## src/rtl/nibble_adder_pkg.sv

```systemverilog
// Shared types for the nibble-serial adder: nibble width, FSM state and nibble type.
package nibble_adder_pkg;

  localparam int unsigned NIB_W = 4;

  typedef enum logic [1:0] {
    IDLE,
    ADD,
    DONE
  } state_t;

  typedef logic [NIB_W-1:0] nibble_t;

endpackage

```

## src/rtl/nibble_serial_adder_if.sv

```systemverilog
// Operand/result handshake bundle for nibble_serial_adder.
// NIBBLE_SERIAL_SUB_EN adds the 'sub' request bit sampled with the operands.
interface nibble_serial_adder_if #(
  parameter int unsigned WIDTH = 16
);

  logic             in_valid;
  logic             in_ready;
  logic [WIDTH-1:0] A;
  logic [WIDTH-1:0] B;
  logic             Ci;
`ifdef NIBBLE_SERIAL_SUB_EN
  logic             sub;
`endif
  logic             out_valid;
  logic             out_ready;
  logic [WIDTH-1:0] S;
  logic             Co;

`ifdef NIBBLE_SERIAL_SUB_EN
  modport master (
    output in_valid, A, B, Ci, sub, out_ready,
    input  in_ready, out_valid, S, Co
  );

  modport slave (
    input  in_valid, A, B, Ci, sub, out_ready,
    output in_ready, out_valid, S, Co
  );
`else
  modport master (
    output in_valid, A, B, Ci, out_ready,
    input  in_ready, out_valid, S, Co
  );

  modport slave (
    input  in_valid, A, B, Ci, out_ready,
    output in_ready, out_valid, S, Co
  );
`endif

endinterface

```

## src/rtl/add4_slice.sv

```systemverilog
// Combinational 4-bit adder slice with carry in/out; the only arithmetic in the serial adder.
module add4_slice
  import nibble_adder_pkg::*;
(
  input  nibble_t a,
  input  nibble_t b,
  input  logic    ci,
  output nibble_t s,
  output logic    co
);

  assign {co, s} = a + b + ci;

endmodule

```

## src/rtl/nibble_serial_adder.sv

```systemverilog
// Multi-word adder that adds WIDTH-bit operands one nibble per clock through a single add4_slice.
// Optional NIBBLE_SERIAL_SUB_EN: bus.sub=1 computes A-B (Co=1 means no borrow).
module nibble_serial_adder
  import nibble_adder_pkg::*;
#(
  parameter int unsigned WIDTH = 16
) (
  input  logic                 clk,
  input  logic                 rst_n,
  nibble_serial_adder_if.slave bus,
  output logic                 busy
);

  localparam int unsigned NIB   = WIDTH / NIB_W;
  localparam int unsigned IDX_W = (NIB > 1) ? $clog2(NIB) : 1;
  localparam logic [IDX_W-1:0] LAST = IDX_W'(NIB - 1);

  state_t               state;
  nibble_t [NIB-1:0]    a_q;
  nibble_t [NIB-1:0]    b_q;
  nibble_t [NIB-1:0]    s_q;
  logic [IDX_W-1:0]     idx;
  logic                 carry;
  logic                 co_q;
  logic                 in_ready_q;
  logic                 out_valid_q;
  nibble_t              sum4;
  logic                 cout;

  add4_slice u_slice (
    .a  (a_q[idx]),
    .b  (b_q[idx]),
    .ci (carry),
    .s  (sum4),
    .co (cout)
  );

  always_ff @(posedge clk or negedge rst_n) begin
    if (!rst_n) begin
      state       <= IDLE;
      a_q         <= '0;
      b_q         <= '0;
      s_q         <= '0;
      idx         <= '0;
      carry       <= 1'b0;
      co_q        <= 1'b0;
      in_ready_q  <= 1'b0;
      out_valid_q <= 1'b0;
      busy        <= 1'b0;
    end else begin
      case (state)
        IDLE: begin
          in_ready_q <= 1'b1;
          if (bus.in_valid && in_ready_q) begin
            a_q <= bus.A;
`ifdef NIBBLE_SERIAL_SUB_EN
            // Subtract as A + ~B + 1; Ci is not used in that mode.
            b_q   <= bus.sub ? ~bus.B : bus.B;
            carry <= bus.sub ? 1'b1 : bus.Ci;
`else
            b_q   <= bus.B;
            carry <= bus.Ci;
`endif
            idx        <= '0;
            s_q        <= '0;
            in_ready_q <= 1'b0;
            busy       <= 1'b1;
            state      <= ADD;
          end
        end

        ADD: begin
          s_q[idx] <= sum4;
          carry    <= cout;
          if (idx == LAST) begin
            co_q        <= cout;
            out_valid_q <= 1'b1;
            state       <= DONE;
          end else begin
            idx <= idx + 1'b1;
          end
        end

        DONE: begin
          // in_ready is raised together with the handshake so the next accept can follow one cycle later.
          if (bus.out_ready) begin
            out_valid_q <= 1'b0;
            busy        <= 1'b0;
            in_ready_q  <= 1'b1;
            state       <= IDLE;
          end
        end

        default: state <= IDLE;
      endcase
    end
  end

  assign bus.in_ready  = in_ready_q;
  assign bus.out_valid = out_valid_q;
  assign bus.S         = s_q;
  assign bus.Co        = co_q;

endmodule

```

## src/flat_wrapper.sv

```systemverilog
// flat-port wrapper written by rule: the top's interface ports become plain ports
module nibble_serial_adder_flat import nibble_adder_pkg::*;
#(
  parameter int unsigned WIDTH = 16
)
  (clk, rst_n, busy, bus_in_valid, bus_A, bus_B, bus_Ci, bus_out_ready, bus_in_ready, bus_out_valid, bus_S, bus_Co);
  nibble_serial_adder_if #(.WIDTH(WIDTH)) bus_i ();
  input  logic clk;
  input  logic rst_n;
  output logic busy;
  input wire logic [$bits(bus_i.in_valid)-1:0] bus_in_valid;
  input wire logic [$bits(bus_i.A)-1:0] bus_A;
  input wire logic [$bits(bus_i.B)-1:0] bus_B;
  input wire logic [$bits(bus_i.Ci)-1:0] bus_Ci;
  input wire logic [$bits(bus_i.out_ready)-1:0] bus_out_ready;
  output wire logic [$bits(bus_i.in_ready)-1:0] bus_in_ready;
  output wire logic [$bits(bus_i.out_valid)-1:0] bus_out_valid;
  output wire logic [$bits(bus_i.S)-1:0] bus_S;
  output wire logic [$bits(bus_i.Co)-1:0] bus_Co;
  assign bus_i.in_valid = bus_in_valid;
  assign bus_i.A = bus_A;
  assign bus_i.B = bus_B;
  assign bus_i.Ci = bus_Ci;
  assign bus_i.out_ready = bus_out_ready;
  assign bus_in_ready = bus_i.in_ready;
  assign bus_out_valid = bus_i.out_valid;
  assign bus_S = bus_i.S;
  assign bus_Co = bus_i.Co;
  nibble_serial_adder #(.WIDTH(WIDTH)) u_core (.clk(clk), .rst_n(rst_n), .bus(bus_i), .busy(busy));
endmodule
```

## config.mk

```make
export PLATFORM = sky130hd
export DESIGN_NAME = nibble_serial_adder_flat
export DESIGN_NICKNAME = d
export VERILOG_FILES = /design/src/rtl/nibble_adder_pkg.sv /design/src/rtl/nibble_serial_adder_if.sv /design/src/rtl/add4_slice.sv /design/src/rtl/nibble_serial_adder.sv /design/src/flat_wrapper.sv
export SDC_FILE = /design/constraint.sdc
export NUM_CORES = 1
export LEC_CHECK = 0
export ABC_AREA = 1
export BUFFER_PORTS_ARGS = -buffer_cell sky130_fd_sc_hd__buf_2
export CORE_AREA = 2 2 119 75
export CTS_CLUSTER_DIAMETER = 40
export CTS_CLUSTER_SIZE = 25
export DETAILED_ROUTE_END_ITERATION = 12
export DIE_AREA = 0 0 121 77
export PLACE_DENSITY = 0.58
export SYNTH_ARGS = -nofsm -noshare
export SYNTH_HDL_FRONTEND = slang
export SYNTH_HIERARCHICAL = 1
export SYNTH_SLANG_ARGS = --single-unit
```

## constraint.sdc

```tcl
create_clock -name clk -period 2.15 [get_ports clk]
set_clock_uncertainty 0.15 [all_clocks]
set_input_delay 0.1075 -clock clk [delete_from_list [all_inputs] [get_ports clk]]
set_output_delay 0.1075 -clock clk [all_outputs]
set_load 0.01 [all_outputs]
```

==> results.txt, run 1 <==
layout cells sized above 1: 0.243
synthesized netlist net count: 395
Synth area leader: sky130_fd_sc_hd__dfrtp_1
total of max-cap violations: 0
final hold vios: 0
Leakage: 2.20 nW
number of rows in the core area: 26
ranking of synthesized cells by instance count: sky130_fd_sc_hd__nand2_1, sky130_fd_sc_hd__nand3_1, sky130_fd_sc_hd__dfrtp_1
violation count after the first detailed-routing iteration: 173
floorplan die area: 0.00932 mm^2
async set-reset flop share out of synthesis: 1.00
mean routed wirelength per cell: 12.5 um
TritonCTS buffer count: 9
setup slack at placement: -0.130 ns
Worst Tran Pin Value: 0.527 ns
master cell of the clock root buffer: sky130_fd_sc_hd__clkbuf_16
highest clock frequency the design can meet: 0.477 GHz
portion of the post-synthesis area used by sequential elements: 0.508
Worst Path Required: 2.27 ns
die span in y: 77 um
Setup Viol. Count Final: 0
CTS tree: built
initial core utilization: 0.341
Psw: 2.84 mW
start-to-end type of the worst setup path: reg2reg
final critical-path setup slack: 0.0542 ns
filler cell count in the final layout: 799
share of the synthesized area in the top cell type: 0.508
cells taking the most area after synthesis: sky130_fd_sc_hd__dfrtp_1, sky130_fd_sc_hd__nand2_1, sky130_fd_sc_hd__nand3_1
clock transition at the registers of the reported paths: 0.05 ns
leading register cell type out of synthesis: sky130_fd_sc_hd__dfrtp_1
post-synthesis instance area: 0.00281 mm^2
pin count of the biggest net entering global routing: 28
Detailed Route WL: 7150 um
depth of the worst hold-timing path: 4
total number of nets in the final design: 501
detailed placer's ending HPWL: 4930 um
most repeated cell in the gate-level netlist after synthesis: sky130_fd_sc_hd__nand2_1
Seq pwr share: 0.278
endpoint class of the critical path: flop
number of global-route vias before repair: 2,492
Non-Filler Instances: 572
GPL Wtd Cong: 0.834
I/O pins: 57
number of vias per cell: 4.51
cell count after synthesis: 349
cell internal power dissipation: 3.96 mW
depth of the worst register-to-register path: 9
yosys warns: 6
Power per Cell Area: 1690 mW/mm^2
final global-route overflow total: 0
buffers from clock root to sink, at most: 2
core footprint: 0.00823 mm^2
Power Total: 6.79 mW
HP Class: in2reg
area growth from synthesis to layout: 43.0%
first-pass iteration count of the detailed router: 4
worst endpoint data arrival time: 2.21 ns
number of enable-type register cells in the synthesized netlist: 0
min cycle time layout: 2.10 ns
number of antenna violations at the first check in global routing: 0
maximum vdd ir drop: 0.777 mV
Die X: 121 um
via count: 2,578
worst slew margin relative to its limit: 0.648
status: completed
clock network fraction of total power: 0.214
switch share: 0.417
wire length of the first global-routing pass: 12,100 um
worst-path maximum fanout: 7
overall routing resource usage: 0.168
clock network latency to the later pin of the worst-skew pair: 0.33 ns
# clock sinks: 57
RSZ-0062 raised after global routing: yes
Combinational Power Share: 0.508
final cycle utilization of the critical path: 0.975
H-tree level count: 3
post-synthesis sequential element count: 57
Max Slew Vio Count: 0
placed cells: 517
remaining antenna violation count after routing: 0
count of unique library cells instantiated by Yosys: 22
Port-buffer cells: 56
count of antenna diodes in the layout: 0
WHS: 0.0357 ns
mean instance size in the synthesized netlist: 8.05 um^2
kind of start point of the critical path: flop
drc violations: 0
-- layer usage --
layer,part of all wire,track usage,vias to the layer above
met5,0,0,-
met4,0.0062,0.0360,0
met3,0.053,0.0722,5
met2,0.41,0.230,54
met1,0.53,0.245,1183
li1,-,-,1336
-- worst paths after layout --
path                          startpoint             endpoint  slack (ns)
setup / recovery           u_core/idx[0]      u_core/bus.S[9]        0.05
hold / removal              bus_in_valid  u_core/bus.in_ready        0.04
setup reg to reg           u_core/idx[0]      u_core/bus.S[9]        0.05
hold reg to reg            u_core/a_q[9]        u_core/a_q[9]        0.32
max in group asynchronous          rst_n        u_core/b_q[0]        1.06
min in group asynchronous          rst_n        u_core/a_q[4]        0.12
-- worst max-delay path: stages (launching register included) --
cell,delay (ns)
sky130_fd_sc_hd__dfrtp_2,0.41
sky130_fd_sc_hd__clkinv_4,0.10
sky130_fd_sc_hd__o211ai_1,0.18
sky130_fd_sc_hd__nand2_1,0.10
sky130_fd_sc_hd__fa_2,0.36
sky130_fd_sc_hd__inv_1,0.07
sky130_fd_sc_hd__fa_2,0.45
sky130_fd_sc_hd__inv_4,0.10
sky130_fd_sc_hd__nand2_1,0.06
sky130_fd_sc_hd__nand2_1,0.06
-- power by group through the flow --
stage,registers (mW),clock network [mW],logic (mW)
final,1.89,1.45,3.45
after global routing,1.96,1.56,3.90
after floorplan,1.85,0,2.17
after global placement,1.89,0,3.08
after CTS,1.89,1.49,3.34
after detailed placement,1.89,0,3.13
-- sequential cells by signal (all words and copies together) (netlist names) --
name and cells:
u_core/busy 1, u_core/bus.Co 1, u_core/state 2, u_core/bus.S 16
u_core/bus.out_valid 1, u_core/a_q 16, u_core/b_q 16, u_core/bus.in_ready 1
u_core/idx 2, u_core/carry 1
-- cell type report --
class	count	area, um^2	share of cell area
Timing Repair inverter	1	5.00	0.00125
Tap cell	112	140	0.0349
Inverter	34	136	0.0339
Clock buffer	14	274	0.0682
Multi-Input combinational cell	241	1200	0.300
Timing Repair Buffer	111	793	0.197
Clock inverter	2	35.0	0.00872
Sequential cell	57	1430	0.356
-- repair_timing --
action / in CTS / in global routing
gates resized for setup: 5 / 4
pin swaps: 0 / 0
gates cloned: 0 / 1
endpoints found under the setup margin: 14 / 13
hold endpoints to repair: 55 / 0
hold buffers: 35 / 0
setup buffers: 2 / 1
-- cells in the final DEF (no fill, tap or decap), drive strengths merged --
cell type,instances
nand2,144
buf,76
nand3,60
dfrtp,57
dlygate4sd3,35
inv,32
o211ai,17
clkbuf,14
ha,7
clkinv,4
a21oi,3
nor2,3
nand4,2
fa,2
bufinv,1
o31ai,1
o21ai,1
xnor2,1
-- metrics by stage --
stage / util / area, um^2 / TNS [ns]
after floorplan: - / 2840 / 0
after global placement: 0.400 / 3300 / -0.199
after detailed placement: 0.400 / 3300 / -0.677
after CTS: 0.485 / 3990 / 0
after global routing: 0.488 / 4020 / -0.336
final: 0.488 / 4020 / 0
-- kinds of logic after synthesis --
| logic type | Yosys count | synth area share |
|---|---|---|
| xor gates and xnor gates | 1 | 0.00312 |
| buffers and inverters | 51 | 0.0739 |
| AOI/OAI and AO/OA | 22 | 0.0552 |
| DFF | 57 | 0.508 |
| and+or+nand+nor | 209 | 0.315 |
| adders and majority gates | 9 | 0.0454 |
Note: power is estimated with default switching activity, not from simulation.
==> run 2, diff against run 1 <==
--- a/config.mk
+++ b/config.mk
@@ -12,6 +12,7 @@
 export CTS_CLUSTER_SIZE = 25
 export DETAILED_ROUTE_END_ITERATION = 12
 export DIE_AREA = 0 0 121 77
+export HOLD_SLACK_MARGIN = 0.08
 export PLACE_DENSITY = 0.58
 export SYNTH_ARGS = -nofsm -noshare
 export SYNTH_HDL_FRONTEND = slang
==> run 2 against run 1 <==
Against the previous run:
- clock power about the same
- largest power group unchanged
- non-clock buffer count increased by 1
- count of clock-buffer cells in the layout is the same
- first-iteration DRC count grew 14%
- global-route usage stayed put
- highest routed layer unchanged
- register-to-register slack barely moved
==> results.txt, run 2 (synthesis gave the netlist of run 1 again) <==
buffers from clock root to sink, at most: 2
Power per Cell Area: 1690 mW/mm^2
total of max-cap violations: 0
first-pass iteration count of the detailed router: 4
final critical-path setup slack: 0.0584 ns
WHS: 0.118 ns
die span in y: 77 um
utilization after layout: 0.489
area growth from synthesis to layout: 43.3%
HP Class: in2async
TritonCTS buffer count: 9
most used cells in the layout excluding fill and tap cells: sky130_fd_sc_hd__nand2_1, sky130_fd_sc_hd__nand3_1, sky130_fd_sc_hd__buf_2
endpoint class of the critical path: flop
violation count after the first detailed-routing iteration: 197
kind of start point of the critical path: flop
wire length of the first global-routing pass: 12,100 um
Power Total: 6.80 mW
setup slack at placement: -0.130 ns
RSZ-0062 raised after global routing: yes
floorplan die area: 0.00932 mm^2
Leakage: 2.20 nW
number of rows in the core area: 26
worst endpoint data arrival time: 2.21 ns
final global-route overflow total: 0
count of antenna diodes in the layout: 0
master cell of the clock root buffer: sky130_fd_sc_hd__clkbuf_16
design area: 0.00403 mm^2
overall routing resource usage: 0.168
number of vias per cell: 4.48
Non-Filler Instances: 573
Die X: 121 um
mean routed wirelength per cell: 12.5 um
Cell Area, Placed: 0.00330 mm^2
pin count of the biggest net entering global routing: 28
H-tree level count: 3
placed cells: 517
most common cell after layout, fill and taps aside: sky130_fd_sc_hd__nand2_1
Port-buffer cells: 56
setup tns final: 0 ns
min cycle time layout: 2.09 ns
Max Slew Vio Count: 0
via count: 2,569
clock network latency to the later pin of the worst-skew pair: 0.33 ns
layout cells sized above 1: 0.243
drc violations: 0
GPL Wtd Cong: 0.834
remaining antenna violation count after routing: 0
# clock sinks: 57
number of global-route vias before repair: 2,495
initial core utilization: 0.341
clock transition at the registers of the reported paths: 0.05 ns
detailed placer's ending HPWL: 4930 um
maximum vdd ir drop: 0.775 mV
worst slew margin relative to its limit: 0.650
filler cell count in the final layout: 798
worst-path maximum fanout: 7
Worst Path Required: 2.27 ns
CTS tree: built
total number of nets in the final design: 502
Detailed Route WL: 7180 um
Setup Viol. Count Final: 0
start-to-end type of the worst setup path: reg2reg
final cycle utilization of the critical path: 0.973
I/O pins: 57
Worst Tran Pin Value: 0.525 ns
highest clock frequency the design can meet: 0.478 GHz
number of antenna violations at the first check in global routing: 0
status: completed
core footprint: 0.00823 mm^2
final hold vios: 0
==> run 2: cell types whose count changed in the layout (fill, tap and decap cells not counted), sizes merged <==
cell,previous run,this run
dlygate4sd3,35,36
==> run 2: final timing paths <==
path	from	endpoint	slack, ns	cells past startpoint
max	u_core/idx[0]	u_core/bus.S[9]	0.06	9
max in group asynchronous	rst_n	u_core/b_q[0]	1.06	3
min in group clk	u_core/a_q[9]	u_core/a_q[9]	0.32	2
min	rst_n	u_core/a_q[4]	0.12	2
min reg2reg	u_core/a_q[9]	u_core/a_q[9]	0.32	2
max reg2reg	u_core/idx[0]	u_core/bus.S[9]	0.06	9
==> run 2: layout make-up <==
type / instances / area [um^2] / area share
sequential: 57 / 1430 / 0.355
multi-input combinational: 241 / 1200 / 0.299
timing repair buffer: 112 / 803 / 0.199
clock buffer: 14 / 274 / 0.0680
tap: 112 / 140 / 0.0348
inverter: 34 / 136 / 0.0339
clock inverter: 2 / 35.0 / 0.00870
timing repair inverter: 1 / 5.00 / 0.00124
==> run 2: where the power goes <==
group | total [mW] | internal [mW] | switching, mW
logic | 3.46 | 1.41 | 2.04
clock network | 1.45 | 0.988 | 0.464
registers | 1.89 | 1.56 | 0.330
==> run 2: per-layer routing <==
layer / vias up / routed length, um / GRT usage
met5: - / 0 / 0
met4: 0 / 25 / 0.0360
met3: 4 / 382 / 0.0722
met2: 56 / 2940 / 0.230
met1: 1171 / 3830 / 0.245
li1: 1338 / - / -
==> run 2: worst max-delay path, stage by stage, from the launching register on <==
cell	delay (ns)
sky130_fd_sc_hd__dfrtp_2	0.40
sky130_fd_sc_hd__clkinv_4	0.10
sky130_fd_sc_hd__o211ai_1	0.17
sky130_fd_sc_hd__nand2_1	0.10
sky130_fd_sc_hd__fa_2	0.36
sky130_fd_sc_hd__inv_1	0.07
sky130_fd_sc_hd__fa_2	0.45
sky130_fd_sc_hd__inv_4	0.10
sky130_fd_sc_hd__nand2_1	0.06
sky130_fd_sc_hd__nand2_1	0.06
==> run 2: timing repair <==
item / CTS / global route
resized for setup: 5 / 4
buffers inserted: 2 / 1
hold buffers: 36 / 0
hold endpoints to repair: 94 / 0
cloned: 0 / 1
setup endpoints to repair: 14 / 13
==> run 3, diff against run 2 <==
--- a/config.mk
+++ b/config.mk
@@ -12,6 +12,7 @@
 export CTS_CLUSTER_SIZE = 25
 export DETAILED_ROUTE_END_ITERATION = 12
 export DIE_AREA = 0 0 121 77
+export GPL_TIMING_DRIVEN = 0
 export HOLD_SLACK_MARGIN = 0.08
 export PLACE_DENSITY = 0.58
 export SYNTH_ARGS = -nofsm -noshare
==> run 3 against run 2 <==
Against the previous run:
- the flow now finishes with violations (negative setup slack)
- non-clock buffer count is 3 higher
- first-iteration DRC count is 2.5% higher
- critical path depth is 1 higher
- die area stayed put
- global-route usage is 1.1 points higher
- clock power is 10% lower
- hold slack better by 0.12 ns
- largest cell class unchanged
- critical endpoint is now u_core/bus.S[13]
- cell area is 0.22% lower
==> results.txt, run 3 (synthesis gave the netlist of run 1 again) <==
Max Slew Vio Count: 0
first-pass iteration count of the detailed router: 4
via count: 2,682
master cell of the clock root buffer: sky130_fd_sc_hd__clkbuf_16
RSZ-0062 raised after global routing: yes
status: finished with violations
Detailed Route WL: 7680 um
endpoint class of the critical path: flop
master of the slowest instance on the critical path: sky130_fd_sc_hd__fa_2
violation count after the first detailed-routing iteration: 202
H-tree level count: 3
drc violations: 0
Worst path top cell family by delay: adder cells
cells along the critical path: clkinv_4 > clkbuf_16 > o211ai_1 > nand2_1 > fa_2 > inv_2 > fa_2 > inv_4 > nand2_1 > nand2_1
longest individual stage delay on the worst path: 0.44 ns
detailed placer's ending HPWL: 5170 um
final cycle utilization of the critical path: 1.04
kind of start point of the critical path: flop
maximum vdd ir drop: 0.904 mV
Port-buffer cells: 56
HP Class: in2async
final hold vios: 0
buffers plus inverters on the worst setup path: 4
buffers from clock root to sink, at most: 2
Cell Area, Placed: 0.00326 mm^2
min cycle time layout: 2.24 ns
final global-route overflow total: 0
most used cells in the layout excluding fill and tap cells: sky130_fd_sc_hd__nand2_1, sky130_fd_sc_hd__buf_2, sky130_fd_sc_hd__nand3_1
core footprint: 0.00823 mm^2
TritonCTS buffer count: 9
final critical-path setup slack: -0.0870 ns
violated checks: negative setup slack
highest clock frequency the design can meet: 0.447 GHz
clock transition at the registers of the reported paths: 0.05 ns
count of antenna diodes in the layout: 0
CTS tree: built
Worst Path Required: 2.26 ns
total of max-cap violations: 0
total number of nets in the final design: 504
Power per Cell Area: 1710 mW/mm^2
Leakage: 2.19 nW
remaining antenna violation count after routing: 0
placed cells: 517
I/O pins: 57
layout cells sized above 1: 0.242
clock network latency to the later pin of the worst-skew pair: 0.32 ns
number of vias per cell: 4.66
Die X: 121 um
number of antenna violations at the first check in global routing: 0
pin count of the biggest net entering global routing: 58
overall routing resource usage: 0.179
mean routed wirelength per cell: 13.3 um
most common cell after layout, fill and taps aside: sky130_fd_sc_hd__nand2_1
start-to-end type of the worst setup path: reg2reg
worst slew margin relative to its limit: 0.515
number of global-route vias before repair: 2,631
area growth from synthesis to layout: 43.0%
Setup Viol. Count Final: 10
WHS: 0.238 ns
Worst Tran Pin Value: 0.728 ns
die span in y: 77 um
number of rows in the core area: 26
floorplan die area: 0.00932 mm^2
worst endpoint data arrival time: 2.35 ns
design area: 0.00402 mm^2
wire length of the first global-routing pass: 12,800 um
Non-Filler Instances: 575
# clock sinks: 57
GPL Wtd Cong: 0.797
worst-path maximum fanout: 5
initial core utilization: 0.341
Crit path top cell by count: sky130_fd_sc_hd__nand2_1
[run 3: metal layers]
layer	up-vias	share of wire	global-route usage
li1	1342	-	-
met1	1271	0.52	0.258
met2	67	0.42	0.258
met3	2	0.062	0.0573
met4	0	0.0022	0.0488
met5	-	0	0
[run 3: path summary, 6_finish.rpt]
check	from	to	slack (ns)	cells past startpoint
max reg2reg	u_core/idx[0]	u_core/bus.S[13]	-0.09	10
min reg2reg	u_core/b_q[8]	u_core/b_q[8]	0.31	2
max in group asynchronous	rst_n	u_core/idx[0]	1.08	2
min	rst_n	u_core/a_q[10]	0.24	2
max	u_core/idx[0]	u_core/bus.S[13]	-0.09	10
min in group clk	u_core/b_q[8]	u_core/b_q[8]	0.31	2
[run 3: cell type report]
class                      count  area, um^2
tap                          112         140
timing repair buffer          98         688
clock inverter                 3        15.0
inverter                      34         140
sequential                    57        1430
buffer                        17         129
multi-input combinational    241        1220
clock buffer                  13         260
fill                         797        4210
[run 3: stage by stage]
| stage | setup TNS [ns] | total power, mW | setup WS [ns] | util |
|---|---|---|---|---|
| 2_1_floorplan | 0 | 4.03 | 0.00654 | - |
| 3_3_place_gp | -4.00 | 4.89 | -0.487 | 0.396 |
| 3_5_place_dp | -3.96 | 4.95 | -0.466 | 0.396 |
| 4_1_cts | -0.446 | 6.80 | -0.0936 | 0.488 |
| 5_1_grt | -1.88 | 7.46 | -0.200 | 0.488 |
| 6_report | -0.476 | 6.87 | -0.0870 | 0.488 |
[run 3: repair_timing]
| item | CTS | global route |
|---|---|---|
| setup buffers | 6 | 0 |
| endpoints found under the setup margin | 14 | 14 |
| resized for setup | 15 | 2 |
| hold endpoints to repair | 94 | 0 |
| hold buffers | 36 | 0 |
| pin swaps | 6 | 16 |
[run 3: report_power, final]
| group | switching (mW) | internal (mW) | total [mW] |
|---|---|---|---|
| sequential | 0.287 | 1.56 | 1.84 |
| clock | 0.465 | 0.835 | 1.30 |
| combinational | 2.23 | 1.50 | 3.72 |
